--- config.mk ---
export PLATFORM = sky130hd
export DESIGN_NAME = voice_allocator
export DESIGN_NICKNAME = d
export VERILOG_FILES = /design/src/rtl/voice_allocator_pkg.sv /design/src/rtl/voice_allocator.sv
export SDC_FILE = /design/constraint.sdc
export NUM_CORES = 1
export LEC_CHECK = 0
export CAP_MARGIN = 20
export CORE_UTILIZATION = 56
export CTS_CLUSTER_DIAMETER = 60
export CTS_CLUSTER_SIZE = 28
export DETAILED_ROUTE_END_ITERATION = 6
export HOLD_SLACK_MARGIN = 0.06
export PLACE_DENSITY_LB_ADDON = 0.3
export SYNTH_ARGS = -nofsm -noshare
export SYNTH_HDL_FRONTEND = slang
export SYNTH_SLANG_ARGS = --single-unit
--- constraint.sdc ---
create_clock -name clk -period 5.1 [get_ports clk]
set_clock_uncertainty 0.15 [all_clocks]
set_input_delay 0.765 -clock clk [delete_from_list [all_inputs] [get_ports clk]]
set_output_delay 0.765 -clock clk [all_outputs]
set_load 0.005 [all_outputs]
--- src/rtl/voice_allocator_pkg.sv ---
// Shared types and widths for the voice allocator: FSM state encoding and the
// per-voice record held in the allocator's register array.
package voice_allocator_pkg;

  localparam int PERIOD_W  = 23;
  localparam int VOL_W     = 7;
  localparam int NOTE_W    = 7;
  // Storage width of the age field; the allocator saturates at 2^AGE_W-1 (AGE_W <= 16).
  localparam int AGE_MAX_W = 16;

  typedef logic [1:0] state_t;
  localparam state_t IDLE   = 2'd0;
  localparam state_t SCAN   = 2'd1;
  localparam state_t COMMIT = 2'd2;

  typedef struct packed {
    logic [PERIOD_W-1:0]  period;
    logic [VOL_W-1:0]     volume;
    logic [NOTE_W-1:0]    note;
    logic                 active;
    logic [AGE_MAX_W-1:0] age;
  } voice_t;

endpackage

--- src/rtl/voice_allocator.sv ---
// Assigns note-on/note-off events to a bank of triangle-wave voices.
// Optional macro VOICE_STEAL_EN: when no voice is free, steal the oldest one instead of dropping.
module voice_allocator
  import voice_allocator_pkg::*;
#(
  parameter int NUM_VOICES = 4,
  parameter int AGE_W      = 8
) (
  input  logic                           clk,
  input  logic                           reset,
  input  logic                           ev_valid,
  output logic                           ev_ready,
  input  logic                           ev_note_on,
  input  logic [NOTE_W-1:0]              ev_note,
  input  logic [VOL_W-1:0]               ev_velocity,
  input  logic [PERIOD_W-1:0]            ev_period,
  output logic [NUM_VOICES*PERIOD_W-1:0] voice_period,
  output logic [NUM_VOICES*VOL_W-1:0]    voice_volume,
  output logic [NUM_VOICES-1:0]          voice_reset,
  output logic [NUM_VOICES-1:0]          voice_active,
  output logic                           ev_dropped
);

  localparam int IDX_W = (NUM_VOICES > 1) ? $clog2(NUM_VOICES) : 1;
  localparam logic [IDX_W-1:0] LAST_IDX = IDX_W'(NUM_VOICES - 1);
  localparam logic [AGE_MAX_W-1:0] AGE_SAT = AGE_MAX_W'((1 << AGE_W) - 1);

  state_t state;
  voice_t voices [NUM_VOICES];
  logic [IDX_W-1:0] scan_idx;

  logic                lat_on;
  logic [NOTE_W-1:0]   lat_note;
  logic [VOL_W-1:0]    lat_vel;
  logic [PERIOD_W-1:0] lat_period;

  logic                  match_found;
  logic [IDX_W-1:0]      match_idx;
  logic                  free_found;
  logic [IDX_W-1:0]      free_idx;
  logic [NUM_VOICES-1:0] off_mask;
`ifdef VOICE_STEAL_EN
  logic                 old_found;
  logic [IDX_W-1:0]     old_idx;
  logic [AGE_MAX_W-1:0] old_age;
`endif

  logic             have_target;
  logic [IDX_W-1:0] target_idx;
  logic             commit_on;

  // Target priority: retrigger an equal note, else first free voice, else (optionally) the oldest.
  always_comb begin
    have_target = 1'b0;
    target_idx  = '0;
    if (match_found) begin
      have_target = 1'b1;
      target_idx  = match_idx;
    end else if (free_found) begin
      have_target = 1'b1;
      target_idx  = free_idx;
    end
`ifdef VOICE_STEAL_EN
    else if (old_found) begin
      have_target = 1'b1;
      target_idx  = old_idx;
    end
`endif
  end

  assign commit_on = (state == COMMIT) && lat_on && have_target;
  assign ev_ready  = (state == IDLE);

`ifdef VOICE_STEAL_EN
  assign ev_dropped = 1'b0;
`else
  assign ev_dropped = (state == COMMIT) && lat_on && !have_target;
`endif

  always_ff @(posedge clk) begin
    if (reset) begin
      state       <= IDLE;
      scan_idx    <= '0;
      lat_on      <= 1'b0;
      lat_note    <= '0;
      lat_vel     <= '0;
      lat_period  <= '0;
      match_found <= 1'b0;
      match_idx   <= '0;
      free_found  <= 1'b0;
      free_idx    <= '0;
      off_mask    <= '0;
`ifdef VOICE_STEAL_EN
      old_found   <= 1'b0;
      old_idx     <= '0;
      old_age     <= '0;
`endif
      for (int i = 0; i < NUM_VOICES; i++) voices[i] <= '0;
    end else begin
      case (state)
        IDLE: begin
          if (ev_valid) begin
            // A zero-velocity note-on is a note-off in MIDI running-status practice.
            lat_on      <= ev_note_on && (ev_velocity != '0);
            lat_note    <= ev_note;
            lat_vel     <= ev_velocity;
            lat_period  <= ev_period;
            match_found <= 1'b0;
            free_found  <= 1'b0;
            off_mask    <= '0;
`ifdef VOICE_STEAL_EN
            old_found   <= 1'b0;
`endif
            scan_idx    <= '0;
            state       <= SCAN;
          end
        end
        SCAN: begin
          if (voices[scan_idx].active && voices[scan_idx].note == lat_note) begin
            off_mask[scan_idx] <= 1'b1;
            if (!match_found) begin
              match_found <= 1'b1;
              match_idx   <= scan_idx;
            end
          end
          if (!voices[scan_idx].active && !free_found) begin
            free_found <= 1'b1;
            free_idx   <= scan_idx;
          end
`ifdef VOICE_STEAL_EN
          if (voices[scan_idx].active && (!old_found || voices[scan_idx].age > old_age)) begin
            old_found <= 1'b1;
            old_idx   <= scan_idx;
            old_age   <= voices[scan_idx].age;
          end
`endif
          if (scan_idx == LAST_IDX) state <= COMMIT;
          else scan_idx <= scan_idx + 1'b1;
        end
        COMMIT: begin
          for (int i = 0; i < NUM_VOICES; i++) begin
            if (lat_on) begin
              if (have_target) begin
                if (IDX_W'(i) == target_idx) begin
                  voices[i].period <= lat_period;
                  voices[i].volume <= lat_vel;
                  voices[i].note   <= lat_note;
                  voices[i].active <= 1'b1;
                  voices[i].age    <= '0;
                end else if (voices[i].active && voices[i].age < AGE_SAT) begin
                  voices[i].age <= voices[i].age + 1'b1;
                end
              end
            end else if (off_mask[i]) begin
              voices[i].active <= 1'b0;
              voices[i].volume <= '0;
            end
          end
          state <= IDLE;
        end
        default: state <= IDLE;
      endcase
    end
  end

  // Idle voices are held in reset; a (re)triggered voice gets a one-cycle restart pulse.
  for (genvar g = 0; g < NUM_VOICES; g++) begin : g_out
    assign voice_period[g*PERIOD_W +: PERIOD_W] = voices[g].period;
    assign voice_volume[g*VOL_W +: VOL_W]       = voices[g].volume;
    assign voice_active[g] = voices[g].active;
    assign voice_reset[g]  = !voices[g].active || (commit_on && target_idx == IDX_W'(g));
  end

endmodule

==> qor.yml <==
run_status:
  outcome: "finished clean"
timing:
  rsz0062_at_grt: "false"
  setup_tns_ps: 0
  setup_viol: 0
  max_freq_ghz: 0.303
  worstMarginPinSlew_ps: 981
  fin_crit_sh_pct: 64.7
  fin_ws_ps: 1800
  slew_headroom_pct: 34.6
  final-hold-violation-count: 0
  slew_violations: 0
  fin_crit_ps: 3300
yosys:
  synth_enable_flop_cells: 152
  synthesis.area_um2: 8940
  async_flop_share_pct: 0
  synthTopCellsByArea: "edfxtp_1, dfxtp_1, buf_4"
  synth_common_cells: "edfxtp_1, and2_1, buf_4"
  yosysMostFrequentCell: "edfxtp_1"
  yosys.area.top_type: "edfxtp_1"
  synth-main-ff-cell: "edfxtp_1"
  synthCells: 732
  synth_area_per_cell_um2: 12.2
  netlist.area_leader.share_pct: 51.0
  yosysWarningCount: 0
  synthDistinctLibCells: 40
  syn_nets: 777
  synth-seq-cells: 206
  seq_area_frac_synth_pct: 63.1
detailed_routing:
  drc: 0
  drt_iter0_markers: 328
  via_count: 5205
  drt_wl_total_um: 18300
  drt_pass1_iterations: 6
  ant_nets: 0
  viasPerCell: 5.29
  wl_per_cell_um: 18.6
cts:
  cts_max_path_buffers: 3
  cts_buffers: 13
  htree_levels: 1
  cts_resized: 0
  clock_sinks: 206
  cts_tree: "yes"
  clk_pin_slew_ps: 100
  cts_setup_buffers: 0
  cts_hold_buf: 0
  root_buffer: "clkbuf_16"
  clk-insertion-delay-late_ps: 470
worst_setup_path:
  crit_type: "reg -> out"
  crit_required_ps: 4180
  endpoint_kind: "output port"
  worst_setup_path_start_kind: "flip-flop"
  cp_max_fo: 13
  arrival_ps: 2380
floorplan:
  die-area_um2: 16500
  die_width_um: 128
  fp.dieH_um: 128
  rows: 45
  coreArea_um2: 15400
  start_util_pct: 58.2
  ioPinCount: 171
global_route:
  grt_pass1_wl_um: 27700
  grt_max_degree: 62
  antenna_found_initial: 0
  grt_pass1_vias: 5142
  grt_overflow: 0
  track_usage_pct: 22.3
placed_design:
  port-buffer-count: 170
  gp_congestion: 0.828
  placed_cells: 962
  pre_cts_ws_ps: 1620
  hpwlAfterDp_um: 12000
pwr:
  p_per_area_nw_per_um2: 312
  leakage_nw: 3.81
  finalPower_mw: 3.23
  peakVddDrop_mv: 0.167
layout:
  fin_nets: 812
  n_antenna_cell: 0
  layout-drive-gt1-share_pct: 6.60
  stdcell_count: 984
  areaGrowthSynthToFinish_pct: 15.9
worst_hold_path:
  hold_path.class: "reg -> reg"
flow_run:
  maxCapViolCount: 0
area by class of cell:
cell class                 instances  area, µm²
clock buffer                      14        339
multi-input combinational        367       2250
sequential                       206       5650
timing repair buffer             175       1770
clock inverter                     7       86.3
tap                              211        264
inverter                           4       15.0
fill                            1109       5000
state kept, by name, summed over array words and instances (netlist names), 2 cells and up, named ones only:
register	count
free_idx	2
lat_note	7
lat_period	23
lat_vel	7
match_idx	2
off_mask	4
scan_idx	2
state	2
voices	152
stage by stage:
stage	util, %	cell area, µm²	hold WS (ps)
floorplan	-	8940	293
global placement	64.4	9900	314
detailed placement	64.6	9920	320
CTS	67.3	10300	343
global route	67.5	10400	364
finish	67.5	10400	347
layer usage:
metal	vias up	part of all wire [%]	global-route usage, %
met2	227	50	38.3
met1	2533	41	29.7
met3	24	6.9	2.87
li1	2421	-	-
met4	0	1.5	6.64
met5	-	0	0
critical path, stage by stage, from the launching register on:
cell and delay, ps:
dfxtp_1 600, nor3b_1 110, o21ai_0 610, nand2_1 130
clkdlybuf4s50_1 470
kinds of logic after synthesis:
logic type / count (synthesis) / share of synthesized area, %
AOI/OAI and AO/OA: 60 / 3.87
xor gates and xnor gates: 5 / 0.490
adders and majority gates: 4 / 0.560
buffers and inverters: 159 / 12.0
DFF: 206 / 63.1
muxes: 16 / 2.84
and+or+nand+nor: 282 / 17.1
worst paths after layout:
kind | start | endpoint | slack (ps) | depth (start not counted)
max | match_found$_SDFFE_PP0P_ | voice_reset[2] | 1800 | 4
min | lat_period[0]$_SDFFE_PP0P_ | lat_period[0]$_SDFFE_PP0P_ | 350 | 2
max reg2reg | match_found$_SDFFE_PP0P_ | voices[2][27]$_SDFFCE_PP0P_ | 2150 | 4
min reg2reg | lat_period[0]$_SDFFE_PP0P_ | lat_period[0]$_SDFFE_PP0P_ | 350 | 2
power breakdown:
| part | switching, mW | internal (mW) | leakage, nW |
|---|---|---|---|
| Combinational | 0.112 | 0.121 | 1.58 |
| Clock | 0.584 | 0.519 | 0.210 |
| Sequential | 0.0456 | 1.85 | 2.01 |
| Total | 0.741 | 2.49 | 3.81 |
placed cells by master (no fill, tap or decap), drive strengths merged, types with 3 or more instances in the layout:
cell	synthesis	layout
a21o	5	5
a21oi	42	42
a22o	4	4
and2	146	146
buf	128	6
clkbuf	27	14
clkdlybuf4s50	0	169
dfxtp	54	54
edfxtp	152	152
ha	4	4
inv	4	10
mux2	3	3
mux2i	7	7
mux4	6	6
nand2	85	85
nand2b	5	5
nand3	4	4
nor2	19	19
nor3	10	10
nor3b	5	5
o21ai	5	5
xor2	4	4
(Power assumes the default switching activity.)
